[config.mk]
export PLATFORM = sky130hd
export DESIGN_NAME = axi_ads868x_up_axi
export DESIGN_NICKNAME = d
export VERILOG_FILES = /design/src/rtl/axi_ads868x_pkg.sv /design/src/rtl/axi_ads868x_up_timeout.sv /design/src/rtl/axi_ads868x_up_axi.sv
export SDC_FILE = /design/constraint.sdc
export NUM_CORES = 1
export LEC_CHECK = 0
export BUFFER_PORTS_ARGS = -buffer_cell sky130_fd_sc_hd__buf_2
export CAP_MARGIN = 20
export CORE_ASPECT_RATIO = 1.4
export CORE_UTILIZATION = 49
export CTS_CLUSTER_SIZE = 14
export DETAILED_ROUTE_END_ITERATION = 7
export GPL_TIMING_DRIVEN = 1
export PLACE_DENSITY = 0.87
export SLEW_MARGIN = 20
export SYNTH_ARGS = -nofsm -noshare
export SYNTH_HDL_FRONTEND = slang
export SYNTH_HIERARCHICAL = 1
export SYNTH_SLANG_ARGS = --single-unit
[constraint.sdc]
create_clock -name up_clk -period 2.35 [get_ports up_clk]
set_input_delay 0.235 -clock up_clk [delete_from_list [all_inputs] [get_ports up_clk]]
set_output_delay 0.235 -clock up_clk [all_outputs]
set_load 0.005 [all_outputs]
[src/rtl/axi_ads868x_pkg.sv]
// rtl/axi_ads868x_pkg.sv - shared types and constants for the ADS868x AXI4-Lite to up-bus bridge
//
// Purpose: write/read FSM state encodings, AXI response codes and the data
// word returned when a read times out.
package axi_ads868x_pkg;

    typedef enum logic [1:0] {
        W_IDLE,
        W_REQ,
        W_WAIT,
        W_RESP
    } wr_state_e;

    typedef enum logic [1:0] {
        R_IDLE,
        R_REQ,
        R_WAIT,
        R_RESP
    } rd_state_e;

    localparam logic [1:0]  RESP_OKAY     = 2'b00;
    localparam logic [1:0]  RESP_SLVERR   = 2'b10;
    localparam logic [31:0] TIMEOUT_RDATA = 32'hDEADBEEF;

endpackage

[src/rtl/axi_ads868x_up_timeout.sv]
// rtl/axi_ads868x_up_timeout.sv - ack-wait cycle counter for one up-bus channel
//
// Purpose: counts the cycles a channel spends waiting for an ack.
// Ports:
//   clk, rst_n : clock, asynchronous active-low reset
//   load_i     : clear the count (issued in the request cycle)
//   en_i       : count this cycle (channel is waiting for an ack)
//   done_o     : this is the C_TIMEOUT-th waiting cycle since the last load
module axi_ads868x_up_timeout #(
    parameter int unsigned C_TIMEOUT = 255
) (
    input  logic clk,
    input  logic rst_n,
    input  logic load_i,
    input  logic en_i,
    output logic done_o
);

    logic [15:0] cnt_q;
    logic [15:0] cnt_d;
    logic [16:0] cnt_inc;

    // done fires while the counter steps onto C_TIMEOUT, so the waiting
    // state lasts exactly C_TIMEOUT cycles before the error response.
    assign cnt_inc = {1'b0, cnt_q} + 17'd1;
    assign done_o  = en_i && (cnt_inc == 17'(C_TIMEOUT));

    always_comb begin
        cnt_d = cnt_q;
        if (load_i) begin
            cnt_d = '0;
        end else if (en_i && !done_o) begin
            cnt_d = cnt_inc[15:0];
        end
    end

    always_ff @(posedge clk or negedge rst_n) begin
        if (!rst_n) begin
            cnt_q <= '0;
        end else begin
            cnt_q <= cnt_d;
        end
    end

endmodule

[src/rtl/axi_ads868x_up_axi.sv]
// rtl/axi_ads868x_up_axi.sv - AXI4-Lite slave driving the ADS868x up_* request/ack register bus
//
// Purpose: turns AXI4-Lite writes/reads into one-cycle up_wr_req/up_rd_req
// pulses, waits for the bank ack and answers OKAY, or SLVERR after C_TIMEOUT
// waiting cycles. Write and read channels are fully independent.
// Ports:
//   up_clk, up_rstn          : clock, asynchronous active-low reset
//   s_axi_aw*/w*/b*          : AXI4-Lite write address, data, response
//   s_axi_ar*/r*             : AXI4-Lite read address, data/response
//   up_wr_addr/req/be/data   : write request to the bank, up_wr_ack back
//   up_rd_addr/req           : read request to the bank, up_rd_data/ack back
module axi_ads868x_up_axi
    import axi_ads868x_pkg::*;
#(
    parameter int unsigned C_S_AXI_ADDR_WIDTH = 12,
    parameter int unsigned C_TIMEOUT          = 255
) (
    input  logic                          up_clk,
    input  logic                          up_rstn,
    input  logic [C_S_AXI_ADDR_WIDTH-1:0] s_axi_awaddr,
    input  logic                          s_axi_awvalid,
    output logic                          s_axi_awready,
    input  logic [31:0]                   s_axi_wdata,
    input  logic [3:0]                    s_axi_wstrb,
    input  logic                          s_axi_wvalid,
    output logic                          s_axi_wready,
    output logic [1:0]                    s_axi_bresp,
    output logic                          s_axi_bvalid,
    input  logic                          s_axi_bready,
    input  logic [C_S_AXI_ADDR_WIDTH-1:0] s_axi_araddr,
    input  logic                          s_axi_arvalid,
    output logic                          s_axi_arready,
    output logic [31:0]                   s_axi_rdata,
    output logic [1:0]                    s_axi_rresp,
    output logic                          s_axi_rvalid,
    input  logic                          s_axi_rready,
    output logic [9:0]                    up_wr_addr,
    output logic                          up_wr_req,
    output logic [3:0]                    up_wr_be,
    output logic [31:0]                   up_wr_data,
    input  logic                          up_wr_ack,
    output logic [9:0]                    up_rd_addr,
    output logic                          up_rd_req,
    input  logic [31:0]                   up_rd_data,
    input  logic                          up_rd_ack
);

    // Byte-lane bits of the AXI addresses carry no information for a word bank.
    logic unused_addr_bits;
    assign unused_addr_bits = ^{s_axi_awaddr[1:0], s_axi_araddr[1:0]};

    // ------------------------------------------------------------------
    // Write channel
    // ------------------------------------------------------------------
    wr_state_e   wr_state_q, wr_state_d;
    logic        aw_held_q, aw_held_d;
    logic        w_held_q, w_held_d;
    logic [9:0]  aw_addr_q, aw_addr_d;
    logic [31:0] w_data_q, w_data_d;
    logic [3:0]  w_strb_q, w_strb_d;
    logic        awready_q, awready_d;
    logic        wready_q, wready_d;
    logic        bvalid_q, bvalid_d;
    logic [1:0]  bresp_q, bresp_d;
    logic        up_wr_req_q, up_wr_req_d;
    logic [9:0]  up_wr_addr_q, up_wr_addr_d;
    logic [3:0]  up_wr_be_q, up_wr_be_d;
    logic [31:0] up_wr_data_q, up_wr_data_d;
    logic        wr_to_load, wr_to_en, wr_to_done;

    axi_ads868x_up_timeout #(.C_TIMEOUT(C_TIMEOUT)) i_wr_timeout (
        .clk    (up_clk),
        .rst_n  (up_rstn),
        .load_i (wr_to_load),
        .en_i   (wr_to_en),
        .done_o (wr_to_done)
    );

    always_comb begin
        wr_state_d   = wr_state_q;
        aw_held_d    = aw_held_q;
        w_held_d     = w_held_q;
        aw_addr_d    = aw_addr_q;
        w_data_d     = w_data_q;
        w_strb_d     = w_strb_q;
        bresp_d      = bresp_q;
        up_wr_addr_d = up_wr_addr_q;
        up_wr_be_d   = up_wr_be_q;
        up_wr_data_d = up_wr_data_q;
        wr_to_load   = 1'b0;
        wr_to_en     = 1'b0;
        case (wr_state_q)
            W_IDLE: begin
                if (s_axi_awvalid && awready_q) begin
                    aw_held_d = 1'b1;
                    aw_addr_d = s_axi_awaddr[11:2];
                end
                if (s_axi_wvalid && wready_q) begin
                    w_held_d = 1'b1;
                    w_data_d = s_axi_wdata;
                    w_strb_d = s_axi_wstrb;
                end
                // Uses the next-state holds so AW and W in the same cycle
                // still request on the following cycle.
                if (aw_held_d && w_held_d) begin
                    wr_state_d   = W_REQ;
                    up_wr_addr_d = aw_addr_d;
                    up_wr_be_d   = w_strb_d;
                    up_wr_data_d = w_data_d;
                end
            end
            W_REQ: begin
                wr_to_load = 1'b1;
                wr_state_d = W_WAIT;
            end
            W_WAIT: begin
                wr_to_en = 1'b1;
                if (up_wr_ack) begin
                    bresp_d    = RESP_OKAY;
                    wr_state_d = W_RESP;
                end else if (wr_to_done) begin
                    bresp_d    = RESP_SLVERR;
                    wr_state_d = W_RESP;
                end
            end
            W_RESP: begin
                if (s_axi_bready) begin
                    aw_held_d  = 1'b0;
                    w_held_d   = 1'b0;
                    wr_state_d = W_IDLE;
                end
            end
            default: wr_state_d = W_IDLE;
        endcase
        awready_d   = (wr_state_d == W_IDLE) && !aw_held_d;
        wready_d    = (wr_state_d == W_IDLE) && !w_held_d;
        bvalid_d    = (wr_state_d == W_RESP);
        up_wr_req_d = (wr_state_d == W_REQ);
    end

    always_ff @(posedge up_clk or negedge up_rstn) begin
        if (!up_rstn) begin
            wr_state_q   <= W_IDLE;
            aw_held_q    <= 1'b0;
            w_held_q     <= 1'b0;
            aw_addr_q    <= '0;
            w_data_q     <= '0;
            w_strb_q     <= '0;
            awready_q    <= 1'b0;
            wready_q     <= 1'b0;
            bvalid_q     <= 1'b0;
            bresp_q      <= RESP_OKAY;
            up_wr_req_q  <= 1'b0;
            up_wr_addr_q <= '0;
            up_wr_be_q   <= '0;
            up_wr_data_q <= '0;
        end else begin
            wr_state_q   <= wr_state_d;
            aw_held_q    <= aw_held_d;
            w_held_q     <= w_held_d;
            aw_addr_q    <= aw_addr_d;
            w_data_q     <= w_data_d;
            w_strb_q     <= w_strb_d;
            awready_q    <= awready_d;
            wready_q     <= wready_d;
            bvalid_q     <= bvalid_d;
            bresp_q      <= bresp_d;
            up_wr_req_q  <= up_wr_req_d;
            up_wr_addr_q <= up_wr_addr_d;
            up_wr_be_q   <= up_wr_be_d;
            up_wr_data_q <= up_wr_data_d;
        end
    end

    assign s_axi_awready = awready_q;
    assign s_axi_wready  = wready_q;
    assign s_axi_bvalid  = bvalid_q;
    assign s_axi_bresp   = bresp_q;
    assign up_wr_req     = up_wr_req_q;
    assign up_wr_addr    = up_wr_addr_q;
    assign up_wr_be      = up_wr_be_q;
    assign up_wr_data    = up_wr_data_q;

    // ------------------------------------------------------------------
    // Read channel
    // ------------------------------------------------------------------
    rd_state_e   rd_state_q, rd_state_d;
    logic        arready_q, arready_d;
    logic        rvalid_q, rvalid_d;
    logic [1:0]  rresp_q, rresp_d;
    logic [31:0] rdata_q, rdata_d;
    logic        up_rd_req_q, up_rd_req_d;
    logic [9:0]  up_rd_addr_q, up_rd_addr_d;
    logic        rd_to_load, rd_to_en, rd_to_done;

    axi_ads868x_up_timeout #(.C_TIMEOUT(C_TIMEOUT)) i_rd_timeout (
        .clk    (up_clk),
        .rst_n  (up_rstn),
        .load_i (rd_to_load),
        .en_i   (rd_to_en),
        .done_o (rd_to_done)
    );

    always_comb begin
        rd_state_d   = rd_state_q;
        rresp_d      = rresp_q;
        rdata_d      = rdata_q;
        up_rd_addr_d = up_rd_addr_q;
        rd_to_load   = 1'b0;
        rd_to_en     = 1'b0;
        case (rd_state_q)
            R_IDLE: begin
                if (s_axi_arvalid && arready_q) begin
                    up_rd_addr_d = s_axi_araddr[11:2];
                    rd_state_d   = R_REQ;
                end
            end
            R_REQ: begin
                rd_to_load = 1'b1;
                rd_state_d = R_WAIT;
            end
            R_WAIT: begin
                rd_to_en = 1'b1;
                if (up_rd_ack) begin
                    rdata_d    = up_rd_data;
                    rresp_d    = RESP_OKAY;
                    rd_state_d = R_RESP;
                end else if (rd_to_done) begin
                    rdata_d    = TIMEOUT_RDATA;
                    rresp_d    = RESP_SLVERR;
                    rd_state_d = R_RESP;
                end
            end
            R_RESP: begin
                if (s_axi_rready) begin
                    rd_state_d = R_IDLE;
                end
            end
            default: rd_state_d = R_IDLE;
        endcase
        arready_d   = (rd_state_d == R_IDLE);
        rvalid_d    = (rd_state_d == R_RESP);
        up_rd_req_d = (rd_state_d == R_REQ);
    end

    always_ff @(posedge up_clk or negedge up_rstn) begin
        if (!up_rstn) begin
            rd_state_q   <= R_IDLE;
            arready_q    <= 1'b0;
            rvalid_q     <= 1'b0;
            rresp_q      <= RESP_OKAY;
            rdata_q      <= '0;
            up_rd_req_q  <= 1'b0;
            up_rd_addr_q <= '0;
        end else begin
            rd_state_q   <= rd_state_d;
            arready_q    <= arready_d;
            rvalid_q     <= rvalid_d;
            rresp_q      <= rresp_d;
            rdata_q      <= rdata_d;
            up_rd_req_q  <= up_rd_req_d;
            up_rd_addr_q <= up_rd_addr_d;
        end
    end

    assign s_axi_arready = arready_q;
    assign s_axi_rvalid  = rvalid_q;
    assign s_axi_rresp   = rresp_q;
    assign s_axi_rdata   = rdata_q;
    assign up_rd_req     = up_rd_req_q;
    assign up_rd_addr    = up_rd_addr_q;

endmodule

After elaboration in Yosys (flattened, before gate mapping)
Index checks and enable logic that the tools add are counted.
{"block": "totals", "ff_bits": 183, "input_bits": 101, "out_inout_bits": 99, "word_cells": 98}
{"block": "op_classes", "n_addsub": 2, "n_eq_ne": 12, "n_mux": 35, "n_reduce_logical": 26}
{"op": "$mux W32", "count": 3}
{"op": "$mux W16", "count": 4}
{"op": "$add A16 B1 Y17 const B", "count": 2}
{"op": "$eq A17 B8 Y1 const B", "count": 2}
{"op": "$mux W2", "count": 12}
{"op": "$pmux W2 S4", "count": 2}
{"op": "$eq A2 B2 Y1 const B", "count": 6}
{"op": "$logic_and A1 B1 Y1", "count": 10}
{"op": "$mux W1", "count": 10}
{"op": "$mux W10", "count": 1}
{"op": "$eq A2 B1 Y1 const B", "count": 4}
{"op": "$logic_not A2 Y1", "count": 4}
{"op": "$reduce_and A2 Y1", "count": 4}
{"op": "$reduce_bool A2 Y1", "count": 4}
{"op": "$logic_not A1 Y1", "count": 4}
{"op": "$mux W4", "count": 1}
{"op": "$pmux W1 S2", "count": 2}

Depth between registers and ports, before layout
{"block": "depth", "word_depth": 8, "depth_mapped": 10, "mapped_depth_nobuf": 10}

Hierarchy
Netlist, hierarchy kept.
{"module": "axi_ads868x_up_axi", "instances": 1, "cells_per_inst": 459, "area_per_inst_um2": 6553.8, "seq_area_each_um2": 3728.6}
{"module": "axi_ads868x_up_timeout", "instances": 2, "cells_per_inst": 127, "area_per_inst_um2": 1162.4, "seq_area_each_um2": 400.4}

Worst setup path after synthesis
No wires, ideal clock.
{"block": "synth_timing", "kind": "reg2reg", "start": "register i_rd_timeout.cnt_q[1]", "end": "register rd_state_q[0]", "setup_ps": 124, "t_arrival_ps": 2235, "required_ps": 2226, "slack_ps": -9, "stages_incl_launch_ff": 9, "n_path_buf": 0, "period_less_slack_ps": 2359, "path_cell_list": "dfrtp_1 > ha_1 > inv_1 > nor4_4 > mux2i_2 > nor4b_1 > o21ai_2 > o21ai_1 > or2_1"}
{"block": "synth_between", "elab_chain_cells": 6}
{"item": "from (decl)", "line": "axi_ads868x_up_timeout.sv:19", "source": "logic [15:0] cnt_q;"}
{"item": "from (signal assigned)", "line": "axi_ads868x_up_timeout.sv:41", "source": "cnt_q <= cnt_d;"}
{"item": "$add A16 B1 Y17", "line": "axi_ads868x_up_timeout.sv:25", "source": "assign cnt_inc = {1'b0, cnt_q} + 17'd1;"}
{"item": "$eq A17 B8 Y1", "line": "axi_ads868x_up_timeout.sv:26", "source": "assign done_o = en_i && (cnt_inc == 17'(C_TIMEOUT));"}
{"item": "$logic_and A1 B1 Y1", "line": "axi_ads868x_up_timeout.sv:26"}
{"item": "via rd_to_done", "line": "axi_ads868x_up_axi.sv:194", "source": "logic rd_to_load, rd_to_en, rd_to_done;"}
{"item": "$mux W2", "line": "axi_ads868x_up_axi.sv:228", "source": "end else if (rd_to_done) begin"}
{"item": "$mux W2", "line": "axi_ads868x_up_axi.sv:224", "source": "if (up_rd_ack) begin"}
{"item": "$pmux W2 S4", "line": "axi_ads868x_up_axi.sv:211", "source": "case (rd_state_q)"}
{"item": "via rd_state_d[0]", "line": "axi_ads868x_up_axi.sv:187", "source": "rd_state_e rd_state_q, rd_state_d;"}
{"item": "to (signal assigned)", "line": "axi_ads868x_up_axi.sv:256", "source": "rd_state_q <= rd_state_d;"}
{"item": "to (decl)", "line": "axi_ads868x_up_axi.sv:187"}
The timed path passes the listed nets, and every way through them passes these cells.
A chain may end at the register's enable or synchronous reset.

Worst setup path after layout
{"block": "layout_timing", "start": "register i_rd_timeout.cnt_q[8]", "end": "register rdata_q[28] (netlist: s_axi_rdata[28])"}
{"block": "layout_between", "elab_chain_cells": 5}
{"item": "$add A16 B1 Y17", "line": "axi_ads868x_up_timeout.sv:25"}
{"item": "$eq A17 B8 Y1", "line": "axi_ads868x_up_timeout.sv:26"}
{"item": "$logic_and A1 B1 Y1", "line": "axi_ads868x_up_timeout.sv:26"}
{"item": "via rd_to_done", "line": "axi_ads868x_up_axi.sv:194"}
{"item": "$reduce_bool A2 Y1 (no line)"}
{"item": "$reduce_and A2 Y1 (no line)"}
{"item": "to (signal assigned)", "line": "axi_ads868x_up_axi.sv:260", "source": "rdata_q <= rdata_d;"}
{"item": "to (decl)", "line": "axi_ads868x_up_axi.sv:191", "source": "logic [31:0] rdata_q, rdata_d;"}
The timed path passes the listed nets, and every way through them passes these cells.

==> flow_metrics.env <==
export IMPL_finalCritPeriodShare_pct=101
export IMPL_fmax_mhz=420
export IMPL_fp_dieH_um=161
export IMPL_portBuffers=193
export IMPL_synthArstFlopShare_pct=100
export IMPL_die_w_um=116
export IMPL_path_max_fanout=6
export IMPL_violations="setup timing"
export IMPL_synth_adder_area_share_pct=1.27
export IMPL_maxCapViolCount=0
export IMPL_drc=0
export IMPL_hold_ws_ns=0.0170
export IMPL_max_slew_margin_rel_pct=41.4
export IMPL_cts_buffers=17
export IMPL_synth_compound_area_share_pct=11.2
export IMPL_required_ns=2.71
export IMPL_wire_per_inst_um=16.4
export IMPL_cts_root_buf="clkbuf_16"
export IMPL_hold_viol=0
export IMPL_ys_flop_type="dfrtp_1"
export IMPL_synthXorXnorAreaFrac_pct=2.56
export IMPL_area_delta_synth_final_pct=28.7
export IMPL_dp_slack_ns=-0.154
export IMPL_place_gp_congestion=0.850
export IMPL_grt_pass1_wl_mm=32.5
export IMPL_crit_type="flop to flop"
export IMPL_cts_max_level=4
export IMPL_firstDrtPassIters=4
export IMPL_grt_use_total_pct=22.3
export IMPL_syn_cell_area_um2=8880
export IMPL_fin_area_um2=11400
export IMPL_rsz0062_at_grt="true"
export IMPL_crit_chain="nand4_1 -> nor3_2 -> mux2i_1 -> nand3b_1 -> nor4b_2 -> buf_4 -> o21a_4 -> clkbuf_16 -> o22a_1"
export IMPL_placed_cell_area_um2=10400
export IMPL_critPathBufInv=2
export IMPL_holdPathStages=2
export IMPL_yosys_area_share_simple_pct=15.7
export IMPL_initialDrtViolationCount=194
export IMPL_slowest_stage="dfrtp_2"
export IMPL_worst_slew_pin_slew_ns=0.879
export IMPL_cp_arrival_ns=2.74
export IMPL_grt_max_degree=68
export IMPL_drv_slew=0
export IMPL_synthMuxAreaShare_pct=13.7
export IMPL_fin_skew_ns=0.0166
export IMPL_cellInternalPower_uw=8570
export IMPL_drive_gt1_share_pct=48.0
export IMPL_start_util_pct=50.6
export IMPL_cts_buffer_depth=2
export IMPL_synth_top_cell_area_share_pct=51.0
export IMPL_dp_hpwl_mm=14.0
export IMPL_clock_power_share_pct=20.7
export IMPL_final_util_pct=65.1
export IMPL_coreArea_um2=17500
export IMPL_gr_total_overflow=0
export IMPL_num_rows=57
export IMPL_tritoncts="built"
export IMPL_cpPeakStageDelay_ns=0.44
export IMPL_p_switching_uw=4860
export IMPL_clkSinkCount=181
export IMPL_layout_nets=1091
export IMPL_ys_ff_latch=181
export IMPL_pwr_share_comb_pct=40.0
export IMPL_avgSynthCellArea_um2=12.5
export IMPL_power_density_nw_per_um2=1180
export IMPL_synth_distinct_cells=61
export IMPL_run_status="finished, violations left"
export IMPL_synth_area_top_cells="dfrtp_1, mux2i_1, mux2_2"
export IMPL_clk_pin_slew_ns=0.08
export IMPL_synth_edf_count=0
export IMPL_worst_hold_path_type="primary input to flop"
export IMPL_leakagePower_uw=0.00513
export IMPL_fin_crit_ns=2.38
export IMPL_swShare_pct=36.2
export IMPL_cp_depth=9
export IMPL_vdd_drop_max_v=0.000777
export IMPL_yosysTopAreaCell="dfrtp_1"
export IMPL_endpoint_kind="flop"
export IMPL_setup_worst_path_start_class="flop"
export IMPL_die_area_um2=18700
export IMPL_cp_top_family="simple AND/OR/NAND/NOR gates"
export IMPL_drt_wl_total_mm=20.2
export IMPL_grt_pass1_vias=6862
export IMPL_viasPerCell=5.31
export IMPL_finalWorstSetupSlack_ns=-0.0288
export IMPL_seq_power_share_pct=39.3
export IMPL_setup_viol=2
export IMPL_clock_latency_ns=0.43
export IMPL_synthCells=713
export IMPL_synth_top_family_by_area="simple AND/OR/NAND/NOR gates"
export IMPL_ys_seq_area_share_pct=51.0
export IMPL_antenna_found_initial=1
export IMPL_dr_total_vias=6542
export IMPL_ant_nets=0
export IMPL_synthTopCellsByCount="dfrtp_1, mux2i_1, a21oi_2, mux2_2, nor2_1"
export IMPL_rr_worst_depth=9
export IMPL_pin_count=200
export IMPL_synth_most_common_cell="dfrtp_1"
export IMPL_yosysWarnings=6
-- routing by layer --
layer / vias to the layer above / share of wire [%] / global-route usage, %
met3: 70 / 3.6 / 4.13
met4: 0 / 4.4 / 11.7
met5: - / 0 / 0
met2: 183 / 53 / 39.3
met1: 3210 / 39 / 25.2
li1: 3079 / - / -
-- cells in the final DEF, fill, tap and decap left out, drive strengths merged, types with 6 or more instances in the layout --
cell	instances
dfrtp	181
and3	6
dlygate4sd3	19
nor2	71
a21oi	64
a22o	8
nor4	6
ha	9
o311ai	6
o21ai	12
clkbuf	19
o22a	24
inv	22
xnor2	18
mux2i	58
nand4	10
nand2	26
nand3	14
nor3b	6
buf	267
nor3	22
mux2	56
and2	9
xor2	8
-- registers in the layout, summed over array words and instances (netlist names), 2 cells and up --
| name | count |
|---|---|
| up_wr_addr | 10 |
| s_axi_rdata | 32 |
| up_wr_be | 4 |
| w_strb_q | 4 |
| rd_state_q | 2 |
| w_data_q | 32 |
| up_wr_data | 32 |
| aw_addr_q | 10 |
| up_rd_addr | 10 |
| i_rd_timeout/cnt_q | 16 |
| wr_state_q | 2 |
| i_wr_timeout/cnt_q | 16 |
-- power groups by stage --
stage	sequential, µW	clock, µW	combinational [µW]
detailed placement	5320	0	5230
global placement	5230	0	5010
floorplan	5310	0	3460
finish	5280	2780	5370
CTS	5270	2860	5280
global route	5440	2960	5860
-- final timing paths --
path,endpoint,from,slack [ns]
max,s_axi_rdata[28]$_DFFE_PN0P_,i_rd_timeout/cnt_q[8]$_DFFE_PN0P_,-0.03
min,s_axi_rdata[10]$_DFFE_PN0P_,up_rd_data[10],0.02
max reg2reg,s_axi_rdata[28]$_DFFE_PN0P_,i_rd_timeout/cnt_q[8]$_DFFE_PN0P_,-0.03
min reg2reg,up_rd_addr[4]$_DFFE_PN0P_,up_rd_addr[4]$_DFFE_PN0P_,0.49
max in group asynchronous,up_wr_addr[0]$_DFFE_PN0P_,up_rstn,1.28
min in group asynchronous,up_rd_addr[9]$_DFFE_PN0P_,up_rstn,0.33
-- metrics by stage --
step	total power [µW]	std cells	setup TNS, ns
2_1_floorplan	8760	714	0
3_3_place_gp	10200	1165	-0.521
3_5_place_dp	10500	1165	-2.68
4_1_cts	13400	1221	-0.00898
5_1_grt	14300	1231	-3.48
6_report	13400	1231	-0.0332
-- final cells by class --
class / instances / area (µm²)
repair buffers: 288 / 1880
clock buffers: 17 / 425
clock inverters: 15 / 159
inverters: 15 / 56.3
multi-input cells: 478 / 4070
flip-flops and latches: 181 / 4540
well taps: 236 / 295
fillers: 1321 / 6120
diodes: 1 / 2.50
-- kinds of logic after synthesis --
kind of cell               count (synthesis)
buffers and inverters                     55
adders and majority gates                  9
other                                      1
DFF                                      181
and+or+nand+nor                          201
xor gates and xnor gates                  26
muxes                                    114
AOI/OAI and AO/OA                        126
-- repair_timing --
item,4_1_cts,5_1_grt
setup buffers,5,7
hold buffers,19,0
gates cloned,0,3
endpoints found under the hold margin,70,0
gates resized for setup,7,24
pin swaps,3,12
endpoints found under the setup margin,38,41
(Power assumes the default switching activity.)
